===== src/rtl/noc_pkg.sv =====
// Shared Hermes NoC definitions: port names, default flit width and the
// mapping from a directed port pair onto a link-buffer lane number.
package noc_pkg;

    typedef enum logic [2:0] {
        EAST  = 3'd0,
        WEST  = 3'd1,
        NORTH = 3'd2,
        SOUTH = 3'd3,
        LOCAL = 3'd4
    } e_port;

    localparam int DEFAULT_FLIT_WIDTH = 32;
    localparam int LANE_NONE          = 4;

    // Lane 0/1 cover the two directions of an east-west link, 2/3 north-south.
    function automatic int lane_index(input e_port src, input e_port dst);
        int lane;
        lane = LANE_NONE;
        if (src == EAST && dst == WEST)       lane = 0;
        else if (src == WEST && dst == EAST)  lane = 1;
        else if (src == NORTH && dst == SOUTH) lane = 2;
        else if (src == SOUTH && dst == NORTH) lane = 3;
        return lane;
    endfunction

endpackage


===== src/rtl/noc_link_lane_fifo.sv =====
// One lane of the NoC link buffer: credit-compatible FIFO without bypass.
// Optional statistics counters are built when NOC_LINK_STATS_EN is defined.
module noc_link_lane_fifo
    import noc_pkg::*;
#(
    parameter int FLIT_WIDTH = DEFAULT_FLIT_WIDTH,
    parameter int DEPTH      = 4
) (
    input  logic                    clock,
    input  logic                    reset,
    input  logic                    rx,
    input  logic [FLIT_WIDTH-1:0]   data_i,
    output logic                    credit_o,
    output logic                    tx,
    output logic [FLIT_WIDTH-1:0]   data_o,
    input  logic                    credit_i
`ifdef NOC_LINK_STATS_EN
    ,
    input  logic                    stats_clr,
    output logic [31:0]             flit_count,
    output logic [$clog2(DEPTH):0]  high_water
`endif
);

    localparam int PW = $clog2(DEPTH);
    localparam int CW = PW + 1;
    localparam logic [CW-1:0] FULL = CW'(DEPTH);

    logic [FLIT_WIDTH-1:0] mem [DEPTH];
    logic [PW-1:0]         wr_ptr;
    logic [PW-1:0]         rd_ptr;
    logic [CW-1:0]         count;
    logic [CW-1:0]         count_next;
    logic                  push;
    logic                  pop;

    // Handshake outputs come only from the registered count, gated by reset.
    assign credit_o = (count != FULL) && !reset;
    assign tx       = (count != '0) && !reset;
    assign data_o   = tx ? mem[rd_ptr] : '0;
    assign push     = rx && credit_o;
    assign pop      = tx && credit_i;

    always_comb begin
        count_next = count;
        if (push && !pop)
            count_next = count + 1'b1;
        else if (pop && !push)
            count_next = count - 1'b1;
    end

    always_ff @(posedge clock) begin
        if (reset) begin
            wr_ptr <= '0;
            rd_ptr <= '0;
            count  <= '0;
        end else begin
            if (push)
                wr_ptr <= wr_ptr + 1'b1;
            if (pop)
                rd_ptr <= rd_ptr + 1'b1;
            count <= count_next;
        end
    end

    // Storage needs no reset: data_o is masked whenever the lane is empty.
    always_ff @(posedge clock) begin
        if (push)
            mem[wr_ptr] <= data_i;
    end

`ifdef NOC_LINK_STATS_EN
    always_ff @(posedge clock) begin
        if (reset || stats_clr) begin
            flit_count <= '0;
            high_water <= '0;
        end else begin
            if (pop && (flit_count != '1))
                flit_count <= flit_count + 1'b1;
            if (count_next > high_water)
                high_water <= count_next;
        end
    end
`endif

endmodule


===== src/rtl/noc_link_buffer.sv =====
// Multi-lane elastic link stage for the Hermes mesh; one independent FIFO per
// lane. Statistics ports exist only when NOC_LINK_STATS_EN is defined.
module noc_link_buffer
    import noc_pkg::*;
#(
    parameter int FLIT_WIDTH = DEFAULT_FLIT_WIDTH,
    parameter int DEPTH      = 4,
    parameter int NUM_LANES  = 2
) (
    input  logic                               clock,
    input  logic                               reset,
    input  logic [NUM_LANES-1:0]               rx,
    input  logic [NUM_LANES*FLIT_WIDTH-1:0]    data_i,
    output logic [NUM_LANES-1:0]               credit_o,
    output logic [NUM_LANES-1:0]               tx,
    output logic [NUM_LANES*FLIT_WIDTH-1:0]    data_o,
    input  logic [NUM_LANES-1:0]               credit_i
`ifdef NOC_LINK_STATS_EN
    ,
    input  logic                               stats_clr,
    output logic [NUM_LANES*32-1:0]            flit_count,
    output logic [NUM_LANES*($clog2(DEPTH)+1)-1:0] high_water
`endif
);

    localparam int HW = $clog2(DEPTH) + 1;

    for (genvar k = 0; k < NUM_LANES; k++) begin : g_lane
        noc_link_lane_fifo #(
            .FLIT_WIDTH (FLIT_WIDTH),
            .DEPTH      (DEPTH)
        ) u_lane (
            .clock      (clock),
            .reset      (reset),
            .rx         (rx[k]),
            .data_i     (data_i[k*FLIT_WIDTH +: FLIT_WIDTH]),
            .credit_o   (credit_o[k]),
            .tx         (tx[k]),
            .data_o     (data_o[k*FLIT_WIDTH +: FLIT_WIDTH]),
            .credit_i   (credit_i[k])
`ifdef NOC_LINK_STATS_EN
            ,
            .stats_clr  (stats_clr),
            .flit_count (flit_count[k*32 +: 32]),
            .high_water (high_water[k*HW +: HW])
`endif
        );
    end

endmodule


===== config.mk =====
export PLATFORM = sky130hd
export DESIGN_NAME = noc_link_buffer
export DESIGN_NICKNAME = d
export VERILOG_FILES = /design/src/rtl/noc_pkg.sv /design/src/rtl/noc_link_lane_fifo.sv /design/src/rtl/noc_link_buffer.sv
export SDC_FILE = /design/constraint.sdc
export NUM_CORES = 1
export LEC_CHECK = 0
export BUFFER_PORTS_ARGS = -buffer_cell sky130_fd_sc_hd__buf_2
export CAP_MARGIN = 30
export CORE_ASPECT_RATIO = 0.5
export CORE_MARGIN = 2
export CORE_UTILIZATION = 51
export CTS_BUF_LIST = sky130_fd_sc_hd__clkbuf_16
export DETAILED_ROUTE_END_ITERATION = 10
export PLACE_DENSITY_LB_ADDON = 0.25
export SKIP_LAST_GASP = 1
export SLEW_MARGIN = 20
export SYNTH_ARGS = -nofsm -noshare
export SYNTH_HDL_FRONTEND = slang
export SYNTH_SLANG_ARGS = --single-unit

===== constraint.sdc =====
create_clock -name clock -period 2.7 [get_ports clock]
set_clock_uncertainty 0.15 [all_clocks]
set_input_delay 0.135 -clock clock [delete_from_list [all_inputs] [get_ports clock]]
set_output_delay 0.135 -clock clock [all_outputs]
set_load 0.005 [all_outputs]

==> impl_metrics.csv <==
group,metric,value,unit
grt,grtUsageTotal,17.7,%
synthesis,synth.distinct_cells,31,
clock_network,cts_tree,"yes",
worst_setup_path,cp_cell_sequence,"buf_12 -> mux4_2 -> nor2b_1 -> buf_2",
cells_and_area,final_layout_size_suffix_gt1_share,36.0,%
worst_setup_path,r2r-end,"g_lane[0].u_lane.count[2]",
run,drv_cap,0,
cells_and_area,nNetsFinal,812,
floorplanning,initial_core_util,52.0,%
synthesis,synth_compound_area_share,0.620,%
synthesis,synth-xor-area-share,0.573,%
worst_setup_path,slowest_delay,0.67,ns
grt,grt_pass1_vias,5623,
synthesis,yosys_warnings,0,
synthesis,synth_edf_count,256,
clock_network,clkSinkCount,274,
power,peakVddDrop,0.000467,V
route,vias,5307,
timing,slew_headroom,64.6,%
route,wire_per_inst,18.8,um
route,wl,19200,um
cells_and_area,antennaDiodeCount,0,
worst_setup_path,worst_ep_arrival_time,2.23,ns
synthesis,synthSimpleGateAreaFrac,5.61,%
synthesis,synth_area,10700,sq um
worst_setup_path,crit_end,"data_o[30]",
timing,fmax,397,MHz
route,drt_iter0_markers,399,
power,leakagePower,4.68,nW
worst_setup_path,critPathTopFamily,"flip-flops",
route,dr.pass1.iters,6,
floorplanning,dieWidth,209,um
synthesis,seq_area_frac_synth,75.3,%
grt,grt_pass1_wl,30000,um
clock_network,cts-buffers-inserted,24,
timing,maxSlewViolCount,0,
timing,post-route-period-util,93.2,%
worst_setup_path,crit_slowest_cell,"dfxtp_2",
worst_setup_path,r2r_cells,8,
power,p_per_area,836,nW/um^2
timing,finalSetupTns,0,ns
clock_network,clock_latency,0.51,ns
worst_setup_path,worstPathMaxFanout,12,
floorplanning,die_y,106,um
clock_network,cts_resized,0,
route,antenna_left,0,
clock_network,htree_levels,1,
clock_network,clkTransAtPathRegs,0.06,ns
worst_setup_path,startpoint_type,"register",
synthesis,synthFlopType,"edfxtp_1",
worst_setup_path,worstSetupPathType,"reg2out",
clock_network,cts_buffer_depth,3,
clock_network,postCtsHoldBufs,68,
floorplanning,io_pins,138,
grt,antenna_found_initial,0,
worst_setup_path,r2r-start,"g_lane[0].u_lane.count[0]",
route,vias_per_cell,5.20,
synthesis,synth_seq_cells,274,
synthesis,synth_top_family_by_area,"multiplexers",
cells_and_area,area_delta_synth_final,24.2,%
worst_setup_path,cp.depth,4,
placement,dp_hpwl,11200,um
hold_path,hold_class,"in2reg",
timing,setup_violations,0,
route,wl_met3,964,um
route,highest_layer,"met4",
status,status,"finished clean",
floorplanning,core,20600,sq um
placement,port_buffers,137,
placement,gp_congestion,0.759,
synthesis,ys_async_sr_fraction,0,%
synthesis,synth_adder_area_share,1.54,%
synthesis,syn_avg_cell_area,21.1,sq um
grt,grt_start_max_net_pins,34,
timing,holdWs,0.0380,ns
worst_setup_path,rrSetupSlack,0.24,ns
timing,hold_violations,0,
clock_network,post_cts_buffers,0,
route,drcViolationCount,0,
synthesis,synth_mux_area_share,14.1,%
cells_and_area,num-fill-cells,1443,
grt,gr-total-overflow,0,
worst_setup_path,critPathRequiredTime,2.41,ns
cells_and_area,multi_input_area,2420,sq um
synthesis,netlist_instances,506,
worst_setup_path,cp_num_buf_inv,2,
timing,finalWorstPathRequiredPeriod,2.52,ns
synthesis,synth_nets,588,
worst_setup_path,crit_path_end_kind,"primary output",
timing,rsz0062_at_grt,"false",
floorplanning,fp-row-count,37,
timing,tightestPinTransition,0.532,ns
clock_network,clockRootBuffer,"clkbuf_16",
cells_and_area,seq_area,8050,sq um
route,wl_met1,8090,um
route,route.met2.wl,9890,um
floorplanning,die_area,22200,sq um
-- synth_stat cells, types with 2 or more instances --
library cell	n	area share [%]
clkbuf_1	5	0.18
and2_1	40	2.3
inv_1	8	0.28
nor2b_1	32	1.9
nor3b_2	2	0.23
dfxtp_1	18	3.4
mux2i_1	4	0.37
mux4_2	62	13
o21ai_0	3	0.14
a21oi_1	3	0.14
mux4_1	2	0.49
nor2_1	14	0.49
fa_1	2	0.37
buf_2	9	0.42
buf_6	5	0.53
o31ai_1	2	0.14
or3_1	3	0.18
ha_1	10	1.2
nand2_1	4	0.14
buf_4	4	0.28
xor2_1	7	0.57
edfxtp_1	256	72
buf_12	3	0.56
-- cells by family (layout without fill, tap and decap cells) --
logic type                 count (synthesis)  count (layout)
DFF                                      274             274
adders and majority gates                 12              12
muxes                                     70              70
xor gates and xnor gates                   7               7
buffers and inverters                     34             276
and+or+nand+nor                           99              99
AOI/OAI and AO/OA                         10              10
-- state kept, by name (all words and copies together) (netlist names), named ones only --
| signal | count |
|---|---|
| g_lane.u_lane.wr_ptr | 4 |
| g_lane.u_lane.count | 6 |
| g_lane.u_lane.mem | 256 |
| g_lane.u_lane.rd_ptr | 4 |
-- layout make-up --
type                       instances  area share (%)
clock buffer                      25            4.71
timing repair buffer             224            12.4
clock inverter                    19            1.21
inverter                           8           0.226
tap                              273            2.57
multi-input combinational        198            18.3
sequential                       274            60.7
-- power breakdown --
part / internal [W] / leakage [nW] / switching, W
sequential: 0.00500 / 2.47 / 0.000211
clock: 0.00196 / 0.390 / 0.00145
combinational: 0.00135 / 1.82 / 0.00112
-- per-stage QoR --
stage | util, % | setup WS, ns | area (sq um) | instances | power, W
after detailed placement | 57.5 | 0.254 | 11800 | 909 | 0.00776
after global routing | 64.6 | 0.0130 | 13300 | 1021 | 0.0116
after floorplan | - | 0.323 | 10700 | 506 | 0.00697
final | 64.6 | 0.182 | 13300 | 1021 | 0.0111
after CTS | 64.6 | 0.0951 | 13300 | 1021 | 0.0113
after global placement | 57.4 | 0.344 | 11800 | 908 | 0.00769
-- worst min-delay path by stage --
stage | start | cells after the start | end
after floorplan | data_i[0] | 0 | g_lane[0].u_lane.mem[0][0]
after global placement | data_i[60] | 1 | g_lane[1].u_lane.mem[1][28]
after detailed placement | data_i[44] | 1 | g_lane[1].u_lane.mem[3][12]
after CTS | rx[0] | 4 | g_lane[0].u_lane.wr_ptr[0]
after global routing | rx[0] | 4 | g_lane[0].u_lane.wr_ptr[0]
final | rx[0] | 4 | g_lane[0].u_lane.wr_ptr[0]
-- worst min-delay path: cells and delay by family --
kind,cells,cell delay [ns]
mux,1,0.11
buf+inv,2,0.25
simple gates,1,0.15
-- routing by layer --
layer,global-route usage [%],vias up
met5,0,-
met1,22.9,2684
met4,3.42,0
met2,31.7,136
met3,3.49,24
li1,-,2463
-- cells in the final DEF, fill, tap and decap left out, types with 2 or more instances in the layout --
master,count
o31ai_1,2
o21ai_0,3
ha_1,10
nor2_1,13
inv_1,9
buf_2,137
dfxtp_1,15
mux2i_1,4
nor2b_1,32
bufinv_16,3
or3_1,3
fa_1,2
nand2_1,4
and2_2,8
clkbuf_16,25
mux4_1,2
dlygate4sd3_1,68
a21oi_1,3
edfxtp_1,256
xor2_1,7
mux4_2,62
clkinv_2,5
nor3b_2,2
clkinv_1,9
and2_1,32
buf_12,10
buf_4,8
dfxtp_2,3
No activity file was read; power rests on OpenSTA's default activity.
